**src/rtl/cavlc_coeff_token_enc.sv**
```systemverilog
// CAVLC coeff_token encoder (0<=nC<2 column): maps (TotalCoeff, TrailingOnes)
// to its codeword and packs codewords MSB-first into 16-bit words with a flush path.
module cavlc_coeff_token_enc (
  input  logic        Clk,
  input  logic        Rst,
  input  logic        InValid,
  output logic        InReady,
  input  logic [4:0]  TotalCoeff,
  input  logic [1:0]  TrailingOnes,
  input  logic        Flush,
  output logic        OutValid,
  input  logic        OutReady,
  output logic [15:0] OutWord,
  output logic [4:0]  OutBits,
  output logic        OutLast,
  output logic        FlushDone,
  output logic        Err
);

  typedef enum logic {ST_PACK, ST_FLUSH} state_t;

  state_t      state, state_nx;
  logic [31:0] acc, acc_nx;
  logic [5:0]  fill, fill_nx;
  logic        fdone_nx, err_nx;

  logic [20:0] lc;
  logic [4:0]  len;
  logic [15:0] code;
  logic        legal;
  logic        accept;
  logic [5:0]  shamt;
  logic [31:0] code32;

  // Codeword table: {length, right-aligned code}
  always_comb begin
    legal = (TotalCoeff <= 5'd16) && ({3'b000, TrailingOnes} <= TotalCoeff);
    lc    = {5'd1, 16'd1};
    case ({TotalCoeff, TrailingOnes})
      {5'd0,  2'd0}: lc = {5'd1,  16'd1};
      {5'd1,  2'd0}: lc = {5'd6,  16'd5};
      {5'd1,  2'd1}: lc = {5'd2,  16'd1};
      {5'd2,  2'd0}: lc = {5'd8,  16'd7};
      {5'd2,  2'd1}: lc = {5'd6,  16'd4};
      {5'd2,  2'd2}: lc = {5'd3,  16'd1};
      {5'd3,  2'd0}: lc = {5'd9,  16'd7};
      {5'd3,  2'd1}: lc = {5'd8,  16'd6};
      {5'd3,  2'd2}: lc = {5'd7,  16'd5};
      {5'd3,  2'd3}: lc = {5'd5,  16'd3};
      {5'd4,  2'd0}: lc = {5'd10, 16'd7};
      {5'd4,  2'd1}: lc = {5'd9,  16'd6};
      {5'd4,  2'd2}: lc = {5'd8,  16'd5};
      {5'd4,  2'd3}: lc = {5'd6,  16'd3};
      {5'd5,  2'd0}: lc = {5'd11, 16'd7};
      {5'd5,  2'd1}: lc = {5'd10, 16'd6};
      {5'd5,  2'd2}: lc = {5'd9,  16'd5};
      {5'd5,  2'd3}: lc = {5'd7,  16'd4};
      {5'd6,  2'd0}: lc = {5'd13, 16'd15};
      {5'd6,  2'd1}: lc = {5'd11, 16'd6};
      {5'd6,  2'd2}: lc = {5'd10, 16'd5};
      {5'd6,  2'd3}: lc = {5'd8,  16'd4};
      {5'd7,  2'd0}: lc = {5'd13, 16'd11};
      {5'd7,  2'd1}: lc = {5'd13, 16'd14};
      {5'd7,  2'd2}: lc = {5'd11, 16'd5};
      {5'd7,  2'd3}: lc = {5'd9,  16'd4};
      {5'd8,  2'd0}: lc = {5'd13, 16'd8};
      {5'd8,  2'd1}: lc = {5'd13, 16'd10};
      {5'd8,  2'd2}: lc = {5'd13, 16'd13};
      {5'd8,  2'd3}: lc = {5'd10, 16'd4};
      {5'd9,  2'd0}: lc = {5'd14, 16'd15};
      {5'd9,  2'd1}: lc = {5'd14, 16'd14};
      {5'd9,  2'd2}: lc = {5'd13, 16'd9};
      {5'd9,  2'd3}: lc = {5'd11, 16'd4};
      {5'd10, 2'd0}: lc = {5'd14, 16'd11};
      {5'd10, 2'd1}: lc = {5'd14, 16'd10};
      {5'd10, 2'd2}: lc = {5'd14, 16'd13};
      {5'd10, 2'd3}: lc = {5'd13, 16'd12};
      {5'd11, 2'd0}: lc = {5'd15, 16'd15};
      {5'd11, 2'd1}: lc = {5'd15, 16'd14};
      {5'd11, 2'd2}: lc = {5'd14, 16'd9};
      {5'd11, 2'd3}: lc = {5'd14, 16'd12};
      {5'd12, 2'd0}: lc = {5'd15, 16'd11};
      {5'd12, 2'd1}: lc = {5'd15, 16'd10};
      {5'd12, 2'd2}: lc = {5'd15, 16'd13};
      {5'd12, 2'd3}: lc = {5'd14, 16'd8};
      {5'd13, 2'd0}: lc = {5'd16, 16'd15};
      {5'd13, 2'd1}: lc = {5'd15, 16'd1};
      {5'd13, 2'd2}: lc = {5'd15, 16'd9};
      {5'd13, 2'd3}: lc = {5'd15, 16'd12};
      {5'd14, 2'd0}: lc = {5'd16, 16'd11};
      {5'd14, 2'd1}: lc = {5'd16, 16'd14};
      {5'd14, 2'd2}: lc = {5'd16, 16'd13};
      {5'd14, 2'd3}: lc = {5'd15, 16'd8};
      {5'd15, 2'd0}: lc = {5'd16, 16'd7};
      {5'd15, 2'd1}: lc = {5'd16, 16'd10};
      {5'd15, 2'd2}: lc = {5'd16, 16'd9};
      {5'd15, 2'd3}: lc = {5'd16, 16'd12};
      {5'd16, 2'd0}: lc = {5'd16, 16'd4};
      {5'd16, 2'd1}: lc = {5'd16, 16'd6};
      {5'd16, 2'd2}: lc = {5'd16, 16'd5};
      {5'd16, 2'd3}: lc = {5'd16, 16'd8};
      default:       lc = {5'd1,  16'd1};
    endcase
  end

  assign len    = lc[20:16];
  assign code   = lc[15:0];
  assign code32 = {16'h0000, code};
  // Fill < 16 whenever a token is accepted, so the shift is always 1..31
  assign shamt  = 6'd32 - fill - {1'b0, len};

  always_comb begin
    InReady  = !Rst && (state == ST_PACK) && (fill < 6'd16);
    OutValid = (state == ST_FLUSH) || (fill >= 6'd16);
    OutWord  = acc[31:16];
    OutLast  = (state == ST_FLUSH);
    OutBits  = '0;
    if (fill >= 6'd16)
      OutBits = 5'd16;
    else if (state == ST_FLUSH)
      OutBits = fill[4:0];
  end

  assign accept = InValid && InReady;

  always_comb begin
    state_nx = state;
    acc_nx   = acc;
    fill_nx  = fill;
    fdone_nx = 1'b0;
    err_nx   = 1'b0;
    case (state)
      ST_PACK: begin
        if (fill >= 6'd16) begin
          if (OutReady) begin
            acc_nx  = {acc[15:0], 16'h0000};
            fill_nx = fill - 6'd16;
          end
        end else if (accept) begin
          if (legal) begin
            acc_nx  = acc | (code32 << shamt);
            fill_nx = fill + {1'b0, len};
          end else begin
            err_nx = 1'b1;
          end
        end else if (Flush) begin
          if (fill == 6'd0)
            fdone_nx = 1'b1;
          else
            state_nx = ST_FLUSH;
        end
      end
      ST_FLUSH: begin
        if (OutReady) begin
          acc_nx   = '0;
          fill_nx  = '0;
          fdone_nx = 1'b1;
          state_nx = ST_PACK;
        end
      end
      default: state_nx = ST_PACK;
    endcase
  end

  always_ff @(posedge Clk) begin
    if (Rst) begin
      state     <= ST_PACK;
      acc       <= '0;
      fill      <= '0;
      FlushDone <= 1'b0;
      Err       <= 1'b0;
    end else begin
      state     <= state_nx;
      acc       <= acc_nx;
      fill      <= fill_nx;
      FlushDone <= fdone_nx;
      Err       <= err_nx;
    end
  end

endmodule

```
**config.mk**
```make
export PLATFORM = sky130hd
export DESIGN_NAME = cavlc_coeff_token_enc
export DESIGN_NICKNAME = d
export VERILOG_FILES = /design/src/rtl/cavlc_coeff_token_enc.sv
export SDC_FILE = /design/constraint.sdc
export NUM_CORES = 1
export LEC_CHECK = 0
export BUFFER_PORTS_ARGS = -buffer_cell sky130_fd_sc_hd__buf_2
export CORE_MARGIN = 2
export CORE_UTILIZATION = 60
export DETAILED_ROUTE_END_ITERATION = 7
export GPL_TIMING_DRIVEN = 0
export PLACE_DENSITY = 0.81
export SLEW_MARGIN = 20
export SYNTH_ARGS = -nofsm -noshare
export SYNTH_HDL_FRONTEND = slang
export SYNTH_SLANG_ARGS = --single-unit
```
**constraint.sdc**
```tcl
create_clock -name Clk -period 8.3 [get_ports Clk]
set_input_delay 0 -clock Clk [delete_from_list [all_inputs] [get_ports Clk]]
set_output_delay 0 -clock Clk [all_outputs]
set_load 0.005 [all_outputs]
```
# After elaboration in Yosys (flattened, before gate mapping)
# Memory sizes are Yosys's and may differ from the RTL's.
# Index checks and enable logic that the tools add are counted.
[op_classes] n_eq_ne=4 n_reduce_logical=9 n_bitwise=3 n_shift=1 n_lt_le_gt_ge=4 n_addsub=4 muxes=27
[ops] operator="$mux W32" n=5
[ops] operator="$pmux W32 S2" n=1
[ops] operator="$or A32 B32 Y32" n=1
[ops] operator="$shl A16 B6 Y32" n=1
[ops] operator="$mux W6" n=5
[ops] operator="$pmux W6 S2" n=1
[ops] operator="$mux W1" n=11
[ops] operator="$mux W5" n=2
[ops] operator="$add A6 B5 Y6" n=1
[ops] operator="$ge A6 B5 Y1 const B" n=1
[ops] operator="$logic_not A6 Y1" n=1
[ops] operator="$lt A6 B5 Y1 const B" n=1
[ops] operator="$ne A3 B2 Y1 const B" n=2
[ops] operator="$sub A6 B5 Y6" n=1
[ops] operator="$sub A6 B5 Y6 const B" n=1
[ops] operator="$sub A6 B6 Y6 const A" n=1
[ops] operator="$le A2 B5 Y1" n=1
[ops] operator="$le A5 B5 Y1 const B" n=1
[ops] operator="$logic_and A1 B1 Y1" n=4
[ops] operator="$pmux W1 S2" n=2
[ops] operator="$reduce_and A4 Y1" n=1
[ops] operator="$reduce_or A4 Y1" n=1
[ops] operator="$ne A3 B3 Y1 const B" n=1
[ops] operator="$ne A2 B2 Y1 const B" n=1
[ops] operator="other kinds (3)" n=4
[word_totals] ff_bits=41 n_memories=1 mem_bits_ro=1152
[mem_list] memory="(name not given)" depth=128 width=9 rd=1 rd_clocked_by_memory_dff=0 write_ports=0 line_no="39" source="case ({TotalCoeff, TrailingOnes})"

# Longest topological paths before layout
[logic_depth] depth_word=8 mapped_depth=19 mapped_depth_nobuf=17

# Worst setup path after synthesis
# Ideal clock, no wire load.
[synth_path] kind="input port to flip-flop" from="input TrailingOnes[1]" to="register acc[17]" setup_time_ns=0.077 cell_stages=16 arrival_time_ns=3.783 slack_ns=4.440 required_time_ns=8.223 path_cell_list="buf_2 > inv_1 > ha_1 > nor2_1 > o22ai_1 > a221o_1 > a221oi_1 > ha_1 > fa_1 > inv_1 > ha_1 > clkbuf_1 > clkinv_1 > a211oi_1 > or3b_1 > a41oi_2"
[synth_between] elab_chain_cells=8 word_cells_on_any_way=12 cone_classes="1 x add/sub; 1 x order compare; 1 x eq/ne; 1 x shift; 4 x mux; 1 x bitwise; 2 x reduce/logical; 1 x memory"
[synth_lines] element="start: declaration" line_no="9" source="input logic [1:0] TrailingOnes,"
[synth_lines] element="$mem_v2 Z128 W9"
[synth_lines] element="$sub A6 B5 Y6" line_no="110" source="assign shamt = 6'd32 - fill - {1'b0, len};"
[synth_lines] element="$shl A16 B6 Y32" line_no="141" source="acc_nx = acc | (code32 << shamt);"
[synth_lines] element="$or A32 B32 Y32" line_no="141"
[synth_lines] element="$mux W32" line_no="140" source="if (legal) begin"
[synth_lines] element="$mux W32" line_no="139" source="end else if (accept) begin"
[synth_lines] element="$mux W32" line_no="134" source="if (fill >= 6'd16) begin"
[synth_lines] element="$pmux W32 S2" line_no="132" source="case (state)"
[synth_lines] element="end signal: assignment" line_no="174" source="acc <= acc_nx;"
[synth_lines] element="end: declaration" line_no="23" source="logic [31:0] acc, acc_nx;"
# Parallel ways exist; a longest one is shown, timed or not. The select of a mux whose other input is x is not followed.
# A chain may end at the register's enable or synchronous reset.

# Final worst setup path
# Same ends and word-level chain as after synthesis.

==> key figures <==
Yosys
  • Post-synth EDFFs: 0
  • Yosys cell types: 80
  • YS warnings: 0
  • Synthesized area: 3530 um^2
  • Post-synthesis average cell area: 7.95 um^2
  • Fraction of registers with async set/reset: 0%
  • Post-synth net total: 483
  • Sequential area share after synthesis: 23.2%
  • Count of mapped cells out of synthesis: 444
  • Yosys reg bits: 41
  • Prevailing post-synth register cell: dfxtp_1

CTS
  • Clock sink count: 41
  • H-tree Lvls: 2
  • Clock Latency Late Sink: 300 ps
  • CTS Hold Buffers Added: 0
  • CTS tree: yes
  • Post_cts resized: 0
  • Post-CTS Setup Bufs: 0
  • Root buffer cell: clkbuf_8
  • CTS Buf Count: 5
  • Clk buf depth: 2
  • Clock transition at path regs: 90 ps

Route
  • Via density per instance: 6.18
  • Final WL: 9100 um
  • # DRC: 0
  • Drt initial violations: 276
  • ANT nets after route: 0
  • Avg WL per Cell: 16.2 um
  • Detailed Routing Iterations Pass 1: 5
  • Via count of the routed design: 3467

Setup path
  • R2R cell count: 9
  • Worst flop-to-flop path startpoint: fill[1]
  • CP max FO: 10
  • Worst Path Arrival: 4840 ps
  • Reg2reg setup slack: 4860 ps
  • Kind of critical path: in2reg
  • Critical path data required time: 8520 ps
  • Critical Path End: acc[17]
  • Crit path from: TrailingOnes[1]
  • Most frequent CP cell: ha_1
  • Critical-path cell list: buf_2 > buf_2 > inv_1 > ha_1 > nor2_1 > o22ai_1 > a221o_1 > a221oi_1 > ha_1 > fa_1 > inv_1 > ha_1 > clkbuf_1 > clkinv_1 > a211oi_1 > or3b_1 > a41oi_2
  • Reg-to-Reg End: acc[17]
  • Crit-path slowest cell: a221oi_1
  • Critical Path Max Stage Delay: 510 ps
  • Worst setup SP type: primary input
  • Setup crit end kind: flop

Power
  • Seq pwr share: 32.8%
  • Clk pwr share: 25.7%
  • Static leakage: 1.66 nW
  • Gate power share: 41.5%
  • Power per cell area: 166 nW/um^2
  • Net Sw Frac: 39.3%
  • Internal cell power: 0.395 mW
  • VDD IR max: 0.000122 V
  • Switch Pwr: 0.255 mW

Die
  • Site Rows: 27
  • Die Height: 80.7 um
  • Die area: 6510 um^2
  • Initial Utilization: 63.0%
  • Die span in x: 80.7 um
  • Core footprint: 5610 um^2
  • I/O Pins: 38

GRT
  • Total grt overflow: 0
  • Vias in the first global route: 3165
  • First-pass GRT wire length: 15200 um
  • Largest net degree at the start of global routing: 15
  • Antenna violations before repair: 0
  • Total global-route track usage: 29.8%

Timing
  • Setup TNS: 0 ps
  • Clock Skew: 7.10 ps
  • Final setup vio count: 0
  • Final hold violations: 0
  • Final Cycle Share: 55.6%
  • Slew Viols, Final: 0
  • Worst slew pin tran: 1020 ps
  • Fmax: 0.217 GHz
  • Tmin final: 4620 ps
  • Worst slew margin: 32.3%
  • RSZ-0062 raised after global routing: false

Layout
  • Layout cells sized above 1: 19.6%
  • Nets: 527
  • Finished Layout Cells: 561
  • Antenna cell count: 0
  • Most common cell after layout, fill and taps aside: nand2_1
  • Commonest cells after routing, fill and taps aside: 46 x nand2_1, 41 x dfxtp_1, 40 x buf_2
  • Layout area overhead: 11.1%

Place
  • Dpl cells: 553
  • PortBufs: 37
  • Final GP Congestion: 0.956
  • Detailed Place HPWL: 7030 um

Run
  • Max cap viols: 0

Status
  • Status: finished, final reports clean

Worst hold path
  • Hold Crit Class: in2reg
[worst min-delay path by stage]
stage | from | endpoint | slack [ps] | cells after the start
after floorplan | OutReady | FlushDone | 160 | 2
after global placement | InValid | FlushDone | 330 | 4
after detailed placement | InValid | FlushDone | 340 | 4
after CTS | InValid | FlushDone | 20 | 4
after global routing | InValid | FlushDone | 70 | 4
final | InValid | FlushDone | 30 | 4
[cells in the mapped netlist (all sizes together), types with 7 or more instances]
cell | n | area [um^2]
a21oi | 20 | 100
a22oi | 13 | 97.6
buf | 24 | 188
clkbuf | 14 | 52.6
dfxtp | 41 | 821
ha | 25 | 313
inv | 25 | 93.8
nand2 | 46 | 173
nand2b | 12 | 77.6
nand3 | 10 | 50.1
nor2 | 33 | 124
nor2b | 10 | 62.6
nor3 | 8 | 40.0
o211ai | 7 | 57.6
o21ai | 32 | 160
o31ai | 10 | 80.1
[power by group through the flow]
stage	clock, mW	combinational, mW	sequential, mW
after floorplan	0	0.198	0.216
after global placement	0	0.259	0.217
after detailed placement	0	0.263	0.218
after CTS	0.167	0.265	0.213
after global routing	0.173	0.300	0.215
final	0.167	0.270	0.213
[registers in the layout (all words and copies together) (netlist names)]
name / count
fill: 6
acc: 32
OutLast: 1
FlushDone: 1
Err: 1
[worst max-delay path, delay by kind of cell]
family,cells,cell delay (ps)
AO/OA/AOI/OAI,5,1680
buffers and inverters,6,1410
adder cells (fa/ha/maj),4,1200
AND/OR/NAND/NOR,2,550
[per-layer routing]
metal / global-route usage [%] / vias up / part of all wire [%]
met5: 0 / - / 0
met1: 40.0 / 1618 / 46
li1: - / 1696 / -
met2: 50.0 / 135 / 46
met4: 7.97 / 0 / 1.6
met3: 4.61 / 18 / 6.0
[logic make-up after synthesis]
logic type      count (synthesis)  synth area share [%]
simple gates                  160                  23.5
compound gates                136                  29.3
buf+inv                        65                  9.67
flops                          41                  23.2
fa+ha+maj                      27                  9.99
xor+xnor                        9                  2.23
mux                             6                  2.06
[final cells by class]
| class | instances | area [um^2] |
|---|---|---|
| Buffer | 38 | 240 |
| Clock buffer | 5 | 68.8 |
| Clock inverter | 3 | 46.3 |
| Timing Repair Buffer | 37 | 185 |
| Fill cell | 482 | 1690 |
| Sequential cell | 41 | 821 |
| Inverter | 27 | 101 |
| Multi-Input combinational cell | 338 | 2370 |
| Tap cell | 72 | 90.1 |
[metrics by stage]
step | cell area, um^2 | worst slack [ps] | power, mW | hold slack [ps] | util [%]
6_report | 3920 | 3680 | 0.650 | 32.8 | 69.9
5_1_grt | 3920 | 3410 | 0.688 | 69.2 | 69.9
4_1_cts | 3920 | 3800 | 0.645 | 23.7 | 69.9
3_5_place_dp | 3810 | 3540 | 0.481 | 341 | 67.9
3_3_place_gp | 3810 | 3570 | 0.476 | 334 | 67.9
2_1_floorplan | 3530 | 4440 | 0.413 | 160 | -
(Power assumes the default switching activity.)
